--- config.mk ---
export PLATFORM = sky130hd
export DESIGN_NAME = xy_route_arbiter
export DESIGN_NICKNAME = d
export VERILOG_FILES = /design/src/rtl/xy_route_arbiter.sv
export SDC_FILE = /design/constraint.sdc
export NUM_CORES = 1
export LEC_CHECK = 0
export ABC_AREA = 1
export BUFFER_PORTS_ARGS = -buffer_cell sky130_fd_sc_hd__buf_2
export CAP_MARGIN = 20
export CORE_UTILIZATION = 51
export DETAILED_ROUTE_END_ITERATION = 16
export GPL_ROUTABILITY_DRIVEN = 0
export GPL_TIMING_DRIVEN = 1
export HOLD_SLACK_MARGIN = 0.1
export PLACE_DENSITY = 0.88
export REMOVE_ABC_BUFFERS = 1
export SLEW_MARGIN = 20
export SYNTH_ARGS = -nofsm -noshare
export SYNTH_HDL_FRONTEND = slang
export SYNTH_SLANG_ARGS = --single-unit
--- constraint.sdc ---
create_clock -name clk_i -period 3.4 [get_ports clk_i]
set_input_delay 0.68 -clock clk_i [delete_from_list [all_inputs] [get_ports clk_i]]
set_output_delay 0.68 -clock clk_i [all_outputs]
set_load 0.03 [all_outputs]
--- src/rtl/xy_route_arbiter.sv ---
// Routing and arbitration stage for the mesh XY switch.
// Computes a dimension-ordered (X first, then Y) output port for the head
// packet of every input, picks one eligible input round-robin, and holds the
// registered crossbar selects until the granted transfer is written out.
module xy_route_arbiter #(
  parameter int PORT_N = 5,
  parameter int DATA_W = 8,
  parameter int X_W    = 2,
  parameter int Y_W    = 2,
  parameter int X_CORD = 0,
  parameter int Y_CORD = 0
) (
  input  logic                       clk_i,
  input  logic                       rst_ni,
  input  logic [PORT_N-1:0]          vld_input_i,
  input  logic [PORT_N*DATA_W-1:0]   data_i,
  input  logic [PORT_N-1:0]          full_i,
  input  logic [PORT_N-1:0]          wr_en_i,
  output logic [$clog2(PORT_N)-1:0]  mux_in_sel_o,
  output logic [$clog2(PORT_N)-1:0]  mux_out_sel_o,
  output logic                       grant_vld_o,
  output logic                       route_err_o
);

  localparam int SEL_W = $clog2(PORT_N);
  localparam int HDR_W = X_W + Y_W;

  localparam logic [SEL_W-1:0] P_LOCAL = SEL_W'(0);
  localparam logic [SEL_W-1:0] P_NORTH = SEL_W'(1);
  localparam logic [SEL_W-1:0] P_EAST  = SEL_W'(2);
  localparam logic [SEL_W-1:0] P_SOUTH = SEL_W'(3);
  localparam logic [SEL_W-1:0] P_WEST  = SEL_W'(4);
  localparam logic [SEL_W-1:0] P_LAST  = SEL_W'(PORT_N - 1);

  localparam logic [X_W-1:0] MY_X = X_W'(X_CORD);
  localparam logic [Y_W-1:0] MY_Y = Y_W'(Y_CORD);

  typedef enum logic {IDLE, GRANT} state_t;

  // X is resolved fully before Y, so a packet never turns from Y back into X.
  function automatic logic [SEL_W-1:0] xy_route(input logic [HDR_W-1:0] hdr);
    logic [X_W-1:0] dest_x;
    logic [Y_W-1:0] dest_y;
    dest_y = hdr[Y_W-1:0];
    dest_x = hdr[HDR_W-1:Y_W];
    if (dest_x > MY_X)      return P_EAST;
    else if (dest_x < MY_X) return P_WEST;
    else if (dest_y > MY_Y) return P_NORTH;
    else if (dest_y < MY_Y) return P_SOUTH;
    else                    return P_LOCAL;
  endfunction

  state_t            state_q, state_d;
  logic [SEL_W-1:0]  rr_ptr_q, rr_ptr_d;
  logic [SEL_W-1:0]  in_sel_d, out_sel_d;
  logic              grant_vld_d, route_err_d;

  logic [SEL_W-1:0]  route [PORT_N];
  logic [PORT_N-1:0] eligible;
  logic              hit_found;
  logic [SEL_W-1:0]  hit_idx;
  logic              xfer_done;
  logic              xfer_abort;
  logic              uturn;

  // Payload bits above the header are carried through the crossbar, not inspected here.
  logic unused_payload;
  assign unused_payload = ^data_i;

  // Per-port route and eligibility (valid head packet whose target output has room).
  always_comb begin
    for (int i = 0; i < PORT_N; i++) begin
      route[i]    = xy_route(data_i[i*DATA_W +: HDR_W]);
      eligible[i] = vld_input_i[i] & ~full_i[route[i]];
    end
  end

  // Round-robin search from rr_ptr; scanning backwards lets the nearest hit win.
  always_comb begin
    int idx;
    hit_found = 1'b0;
    hit_idx   = '0;
    idx       = 0;
    for (int k = PORT_N - 1; k >= 0; k--) begin
      idx = int'(rr_ptr_q) + k;
      if (idx >= PORT_N) idx = idx - PORT_N;
      if (eligible[idx]) begin
        hit_found = 1'b1;
        hit_idx   = SEL_W'(idx);
      end
    end
  end

  assign xfer_done  = wr_en_i[mux_out_sel_o];
  assign xfer_abort = ~vld_input_i[mux_in_sel_o] & ~xfer_done;
  assign uturn      = (hit_idx != P_LOCAL) && (route[hit_idx] == hit_idx);

  // State and registered selects; reset drops everything immediately.
  always_ff @(posedge clk_i or posedge rst_ni) begin
    if (rst_ni) begin
      state_q       <= IDLE;
      rr_ptr_q      <= '0;
      mux_in_sel_o  <= '0;
      mux_out_sel_o <= '0;
      grant_vld_o   <= 1'b0;
      route_err_o   <= 1'b0;
    end else begin
      state_q       <= state_d;
      rr_ptr_q      <= rr_ptr_d;
      mux_in_sel_o  <= in_sel_d;
      mux_out_sel_o <= out_sel_d;
      grant_vld_o   <= grant_vld_d;
      route_err_o   <= route_err_d;
    end
  end

  // Next state: grant on any hit, leave GRANT on completion or when the input drops.
  always_comb begin
    state_d = state_q;
    case (state_q)
      IDLE:    if (hit_found) state_d = GRANT;
      GRANT:   if (xfer_done || xfer_abort) state_d = IDLE;
      default: state_d = IDLE;
    endcase
  end

  // Next values of the selects, grant flag, pointer and sticky error.
  always_comb begin
    in_sel_d    = mux_in_sel_o;
    out_sel_d   = mux_out_sel_o;
    grant_vld_d = grant_vld_o;
    rr_ptr_d    = rr_ptr_q;
    route_err_d = route_err_o;
    case (state_q)
      IDLE: begin
        if (hit_found) begin
          in_sel_d    = hit_idx;
          out_sel_d   = route[hit_idx];
          grant_vld_d = 1'b1;
          route_err_d = route_err_o | uturn;
        end
      end
      GRANT: begin
        if (xfer_done) begin
          grant_vld_d = 1'b0;
          rr_ptr_d    = (mux_in_sel_o == P_LAST) ? '0 : mux_in_sel_o + SEL_W'(1);
        end else if (xfer_abort) begin
          grant_vld_d = 1'b0;
        end
      end
      default: grant_vld_d = 1'b0;
    endcase
  end

endmodule

Word-level counts from Yosys, hierarchy flattened
Cells that the tools add are included.
- word-level logic and storage cells: 155
- flip-flop bits (word level): 12
- bits of input ports: 57
- output and inout bits: 8
- reductions and logical operators: 6
- bitwise operators: 16
- $lt $le $gt $ge: 38
- muxes and demuxes: 75
- add/subtract/negate cells: 10
- eq/ne operators: 4
- operators by type and width (cell ; number):
    $lt 32x5->1 const B ; 5
    $mux 32 ; 5
    $mux 3 ; 18
    $bmux 1 s3 ; 12
    $lt 3x4->1 const B ; 7
    $mux 1 ; 27
    $gt 2x1->1 const B ; 10
    $lt 2x1->1 const B ; 10
    $mux 2 ; 10
    $sub 4x3->5 const B ; 4
    $ge 4x3->1 const B ; 4
    $bmux 3 s3 ; 1
    $add 3x2->4 const B ; 2
    $not 1->1 ; 8
    $and 1x1->1 ; 6
    $reduce_and 2->1 ; 3
    $add 3x1->4 const B ; 1
    $add 3x3->4 const B ; 1
    $ge 4x4->1 const B ; 1
    $not 3->4 ; 1
    $pmux 1 s2 ; 2
    $sub 3x3->4 const B ; 1
    $add 3x1->3 const B ; 1
    $eq 3x3->1 ; 1
    8 further kinds ; 8

Depth between registers and ports, before layout
Gate-level depths: netlist of run 1.
- depth after elaboration: 24
- gate-level depth with buffers: 28
- depth with buffers taken out: 27

Least setup slack after synthesis of run 1
No wires, ideal clock.
- kind: register to register
- from: register rr_ptr_q[0]
- to: register route_err_o
- path buffers: 1
- setup slack: 0.592 ns
- library setup time: 0.116 ns
- period minus slack after synthesis: 2.808 ns
- data arrival time: 2.692 ns
- cell stages (with the launch flop): 26
- required time: 3.284 ns
- path through: dfrtp_1 -> buf_6 -> inv_2 -> ha_1 -> inv_1 -> ha_1 -> nor2_1 -> nor2_4 -> o21ai_1 -> inv_1 -> nand2_1 -> nand2_1 -> nand2_2 -> nand2_2 -> inv_2 -> nand2_1 -> inv_1 -> nand2_1 -> o21ai_2 -> nand2_1 -> o21bai_1 -> nand3_1 -> nand2_1 -> inv_1 -> nand2_1 -> nand2_1
- word-level cells in the longest chain between the ends: 18
- elaborated cells between the ends (all ways): 53
- classes of those cells: 9 x add/sub; 5 x order compare; 1 x eq/ne; 33 x mux; 2 x bitwise; 3 x reduce/logical
- RTL lines (item ; RTL line ; source):
    from (decl) ; 54 ; logic [SEL_W-1:0] rr_ptr_q, rr_ptr_d;
    from (signal assigned) ; 109 ; rr_ptr_q <= rr_ptr_d;
    $add 3x3->4 ; 85 ; idx = int'(rr_ptr_q) + k;
    $sub 4x3->5 / $ge 4x3->1 (equally long branches) ; 86 ; if (idx >= PORT_N) idx = idx - PORT_N;
    $mux 32 ; 86 ;
    $bmux 1 s3 ; 87 ; if (eligible[idx]) begin
    $mux 1 (not written as such) (2 in series) ; 87 ;
    $mux 3 (5 in series) ; 87 ;
    $not 3->4 (not written as such) ; 96 ; assign uturn = (hit_idx != P_LOCAL) && (route[hit_idx] == hit_idx);
    $bmux 3 s3 ; 96 ;
    $mux 3 (not written as such) (2 in series) ; 96 ;
    $eq 3x3->1 ; 96 ;
    $logic_and 1x1->1 ; 96 ;
    $or 1x1->1 ; 140 ; route_err_d = route_err_o | uturn;
    to (signal assigned) ; 113 ; route_err_o <= route_err_d;
    to (decl) ; 22 ; output logic route_err_o
Several ways; a longest one is shown, not always the timed one. The select of a mux whose other input is x is not followed.
A chain may end at the register's enable or synchronous reset.

Worst setup path in the final report of run 1
- from: register rr_ptr_q[1]
- to: register route_err_o
Same word-level chain as after synthesis.

==> flow_summary.toml, run 1 <==
[clock_tree]
cts_htree_levels = 1
clockRootBuffer = "clkbuf_4"
cts_buffer_depth = 2
cts.sinks = 11
cts_buffers = 3
clock_latency_ps = 270
cts.clk_slew.worst_paths_ps = 70
cts_tree = "yes"
hold_buffers = 0

[setup_path]
cp_top_family = "simple AND/OR/NAND/NOR gates"
cp.required_ps = 3570
worst_setup_path_end_kind = "register"
arrival_ps = 3240
crit_chain = "clkinvlp_4 -> ha_1 -> inv_2 -> nand2_1 -> nand2_1 -> a21boi_2 -> nand3_1 -> nand3_1 -> nand3_1 -> nand2_1 -> inv_1 -> nand3_1 -> nand2_1 -> nand2_1 -> nand2_1 -> o21ai_2 -> nand2_1 -> o21bai_1 -> nand3_1 -> nand2_1 -> inv_1 -> nand2_1 -> nand2_1"
crit_path_frequent_cell = "nand2_1"
startpoint_type = "register"
cp.depth = 23
cp.buffers_inverters = 4
path_max_fanout = 8
worstSetupPathType = "reg -> reg"
slowest_delay_ps = 420
slowest_stage = "ha_1"
ff2ff_path_depth = 23

[synthesis]
synth_edf_count = 0
syn_inst = 322
synth_top_area_share_pct = 21.9
yosysSeqAreaShare_pct = 14.9
yosys_most_used_dff = "dfrtp_1"
yosysTopAreaCell = "nand2_1"
synth.distinct_cells = 35
synth_area_leaders = "nand2_1, dfrtp_1, nand3_1, ha_1, inv_1"
ys_ff_latch = 11
yosys_warnings = 0
synth_async_sr_flop_share_pct = 100
syn-cell-area_sq_um = 1850
syn_area_per_cell_sq_um = 5.74

[timing]
final_hold_viol_count = 0
layout_min_cycle_time_ps = 3070
fin_crit_sh_pct = 90.3
finClkSkew_ps = 1.25
grt_setup_unrepaired = "false"
setup_tns_ps = 0
fmax_ghz = 0.326
setup_viol = 0
maxSlewViolCount = 0

[floorplanning]
row_count = 21
start_util_pct = 54.1
die_h_um = 62.2
die_w_um = 62.2
io_pins = 65
dieArea_sq_um = 3870
core_sq_um = 3420

[placement]
place_hpwl_mm = 3.79
io_buffer_count = 40
dp_cells = 408

[routing]
postRouteAntennaNets = 0
wl_per_cell_um = 11.1
vias = 2182
drc = 0
first_iter_violations = 119
drt_wl_total_mm = 4.60
drt-pass1-iter-count = 5
viasPerCell = 5.27

[cells_and_area]
n_fill_cell = 324
antenna_cells = 0
layout-drive-gt1-share_pct = 22.3
fin_cells = 414
multiInputGateArea_sq_um = 1390
layout.nets = 440
syn_to_final_growth_pct = 17.1
ff_latch_area_sq_um = 277

[global_routing]
grt_overflow = 0
grt_pass1_vias = 1812
track_usage_pct = 23.9
grt_pass1_wl_mm = 7.62
grt_max_degree = 12
grt_antenna_before_repair = 0

[run_status]
status = "complete, no violations"

[job]
cap_violations = 0

[min_path]
hold_path_class = "in -> async"
==> Yosys cell counts, types with 2 or more instances <==
cell type and instances:
a21oi_1 12, a31oi_1 3, dfrtp_1 11, ha_1 14, inv_1 40, inv_2 7
nand2_1 108, nand2_2 10, nand2_4 3, nand3_1 40, nand3_2 2, nand4_1 3
nor2_1 24, nor3_1 5, o211ai_1 2, o21a_1 2, o21ai_0 16, o21ai_1 2
o21ai_2 2
==> logic make-up (layout without fill, tap and decap cells) <==
kind of cell,count (synthesis),in the layout,synth area share [%]
and+or+nand+nor,199,199,48.5
xor gates and xnor gates,3,3,1.83
other,1,1,0.203
adders and majority gates,14,14,9.48
DFF,11,11,14.9
buffers and inverters,49,95,10.6
AOI/OAI and AO/OA,45,45,14.5
==> layout by cell type, fill, tap and decap left out, types with 2 or more instances in the layout <==
master / netlist / final
nand2_1: 108 / 108
nand3_1: 40 / 40
buf_2: 0 / 40
inv_1: 40 / 38
nor2_1: 24 / 24
o21ai_0: 16 / 16
ha_1: 14 / 14
a21oi_1: 12 / 12
nand2_2: 10 / 10
dfrtp_1: 11 / 10
inv_2: 7 / 8
nor3_1: 5 / 5
buf_4: 1 / 4
nand4_1: 3 / 3
nand2_4: 3 / 3
o21ai_2: 2 / 3
a31oi_1: 3 / 3
clkbuf_4: 0 / 3
o21a_1: 2 / 2
nand3_2: 2 / 2
o211ai_1: 2 / 2
==> per-layer routing <==
layer  vias to the layer above  part of all wire [%]  routed length (um)  track usage (%)
li1                       1128                     -                   -                -
met1                       976                    44                2050             31.4
met2                        65                    48                2220             40.7
met3                        13                   4.9                 224             1.47
met4                         0                   2.5                 115             9.59
met5                         -                     0                   0                0
==> state kept, by name, indices dropped and copies added (netlist names) <==
| name | cells |
|---|---|
| grant_vld_o | 1 |
| state_q | 1 |
| mux_out_sel_o | 2 |
| mux_in_sel_o | 3 |
| route_err_o | 1 |
| rr_ptr_q | 3 |
==> timing repair <==
| action | in CTS | in global routing |
|---|---|---|
| endpoints found under the hold margin | 0 | 0 |
| setup endpoints to repair | 0 | 2 |
| setup buffers | 0 | 2 |
| resized for setup | 0 | 5 |
==> area by class of cell <==
cell class	instances	area share [%]
multi-input combinational	262	64.4
sequential	11	12.8
timing repair buffer	44	10.6
inverter	47	8.33
tap	46	2.66
clock buffer	4	1.21
==> final timing paths <==
path	startpoint	slack [ps]	end
min in group clk_i	route_err_o	470	route_err_o
max in group asynchronous	rst_ni	2720	rr_ptr_q[2]
worst max register to register	rr_ptr_q[1]	330	route_err_o
worst min register to register	route_err_o	470	route_err_o
worst max-delay path	rr_ptr_q[1]	330	route_err_o
worst min-delay path	rst_ni	380	rr_ptr_q[0]
==> stage by stage <==
step                      hold slack, ps  utilization (%)  worst slack, ps  area [sq um]
after global routing                 412             63.3             15.3          2160
after CTS                            388             62.3              284          2130
after global placement               442             61.5              375          2100
after detailed placement             461             61.5              324          2100
final                                376             63.3              330          2160
after floorplan                      440                -              555          1830
Power of run 1 is not shown: default switching activity piles up to over one toggle a cycle in this logic, so the estimate is an artifact.
==> run 2: changes to the inputs <==
- RECOVER_POWER: default -> 50
==> run 2 against run 1 <==
Compared with the run above: critical path depth stayed put; sequential cell count stayed put; routed wire length is 0.30% higher; die area stayed put; sequential share of layout area hardly changed; fmax hardly changed; cell count stayed put; clock skew is 0.63 ps lower; worst setup slack worse by 1.7 ps; global-route usage stayed put; highest routed layer unchanged.
==> flow_summary.toml, run 2 (synthesis gave the netlist of run 1 again) <==
[clock_tree]
cts.sinks = 11
clock_latency_ps = 270
cts_buffers = 3
clockRootBuffer = "clkbuf_4"
cts_htree_levels = 1
hold_buffers = 0
cts_tree = "yes"
cts_buffer_depth = 2
cts.clk_slew.worst_paths_ps = 70

[timing]
fin_crit_sh_pct = 90.4
maxSlewViolCount = 0
layout_min_cycle_time_ps = 3070
setup_tns_ps = 0
finClkSkew_ps = 0.616
setup_viol = 0
fmax_ghz = 0.326
grt_setup_unrepaired = "false"
final_hold_viol_count = 0

[min_path]
hold_path_class = "in -> async"

[routing]
first_iter_violations = 119
postRouteAntennaNets = 0
vias = 2196
drc = 0
drt_wl_total_mm = 4.62
viasPerCell = 5.30
drt-pass1-iter-count = 5
wl_per_cell_um = 11.1

[setup_path]
rrSetupSlack_ps = 330
arrival_ps = 3240
cp.required_ps = 3570
worst_setup_path_end_kind = "register"
crit_path_frequent_cell = "nand2_1"
crit_start = "rr_ptr_q[1]"
ff2ff_path_depth = 23
slowest_stage = "ha_1"
worstReg2RegStart = "rr_ptr_q[1]"
path_max_fanout = 8
worstSetupPathType = "reg -> reg"
startpoint_type = "register"
crit-reg2reg-capture = "route_err_o"
slowest_delay_ps = 420
crit_chain = "clkinvlp_4 -> ha_1 -> inv_2 -> nand2_1 -> nand2_1 -> a21boi_2 -> nand3_1 -> nand3_1 -> nand3_1 -> nand2_1 -> inv_1 -> nand3_1 -> nand2_1 -> nand2_1 -> nand2_1 -> o21ai_2 -> nand2_1 -> o21bai_1 -> nand3_1 -> nand2_1 -> inv_1 -> nand2_1 -> nand2_1"

[global_routing]
track_usage_pct = 23.9
grt_pass1_vias = 1812
grt_pass1_wl_mm = 7.62
grt_antenna_before_repair = 0
grt_max_degree = 12
grt_overflow = 0

[cells_and_area]
largestRegisters = "mux_in_sel_o (3), rr_ptr_q (3), mux_out_sel_o (2)"
fin_cells = 414
final_cell_mix = "nand2_1, nand3_1, buf_2, inv_1, nor2_1"
antenna_cells = 0
finalInstanceArea_sq_um = 2160
n_fill_cell = 325
layout-drive-gt1-share_pct = 22.0
final_common_cell = "nand2_1"
syn_to_final_growth_pct = 17.0
layout.nets = 440

[job]
cap_violations = 0

[placement]
place_hpwl_mm = 3.79
dpl_cell_area_sq_um = 2100
io_buffer_count = 40
dp_cells = 408

[floorplanning]
dieArea_sq_um = 3870
io_pins = 65
die_h_um = 62.2
core_sq_um = 3420
row_count = 21
start_util_pct = 54.1
die_w_um = 62.2

[run_status]
status = "complete, no violations"
run 2: cell count changes in the layout (fill, tap and decap cells not counted):
cell,delta
clkbuf_1,+1
buf_2,-1
run 2: through the flow:
step / util (%) / setup slack [ps] / hold slack [ps]
final: 63.3 / 328 / 380
after global routing: 63.3 / 15.3 / 412
after CTS: 62.3 / 284 / 388
after detailed placement: 61.5 / 324 / 461
after global placement: 61.5 / 375 / 442
after floorplan: - / 555 / 440
run 2: layer usage:
layer / up-vias / GRT usage [%] / share of wire (%)
met5: - / 0 / 0
met4: 0 / 9.59 / 2.5
met3: 13 / 1.47 / 4.9
met2: 75 / 40.7 / 48
met1: 977 / 31.4 / 45
li1: 1131 / - / -
run 2: repair_timing:
action	in CTS	in global routing
buffers inserted	0	2
resized for setup	0	5
endpoints found under the setup margin	0	2
run 2: how the worst max path moves through the flow:
| stage | depth (start not counted) | end |
|---|---|---|
| after global placement | 22 | route_err_o |
| after floorplan | 21 | route_err_o |
| after detailed placement | 24 | route_err_o |
| after global routing | 26 | route_err_o |
| final | 23 | route_err_o |
| after CTS | 24 | route_err_o |
run 2: cell type report:
cell class	count	area, sq um	area share (%)
Multi-Input combinational cell	262	1390	64.4
Sequential cell	11	277	12.8
Timing Repair Buffer	44	229	10.6
Inverter	47	180	8.33
Tap cell	46	57.6	2.66
Clock buffer	4	26.3	1.22
run 2: critical path, delay by kind of cell, from the launching register on:
kind	cells	cell delay (ps)
adder cells (fa/ha/maj)	1	420
flip-flops	1	400
AND/OR/NAND/NOR	15	1200
buffers and inverters	4	420
AO/OA/AOI/OAI	3	510
Power of run 2 is left out for the same reason.
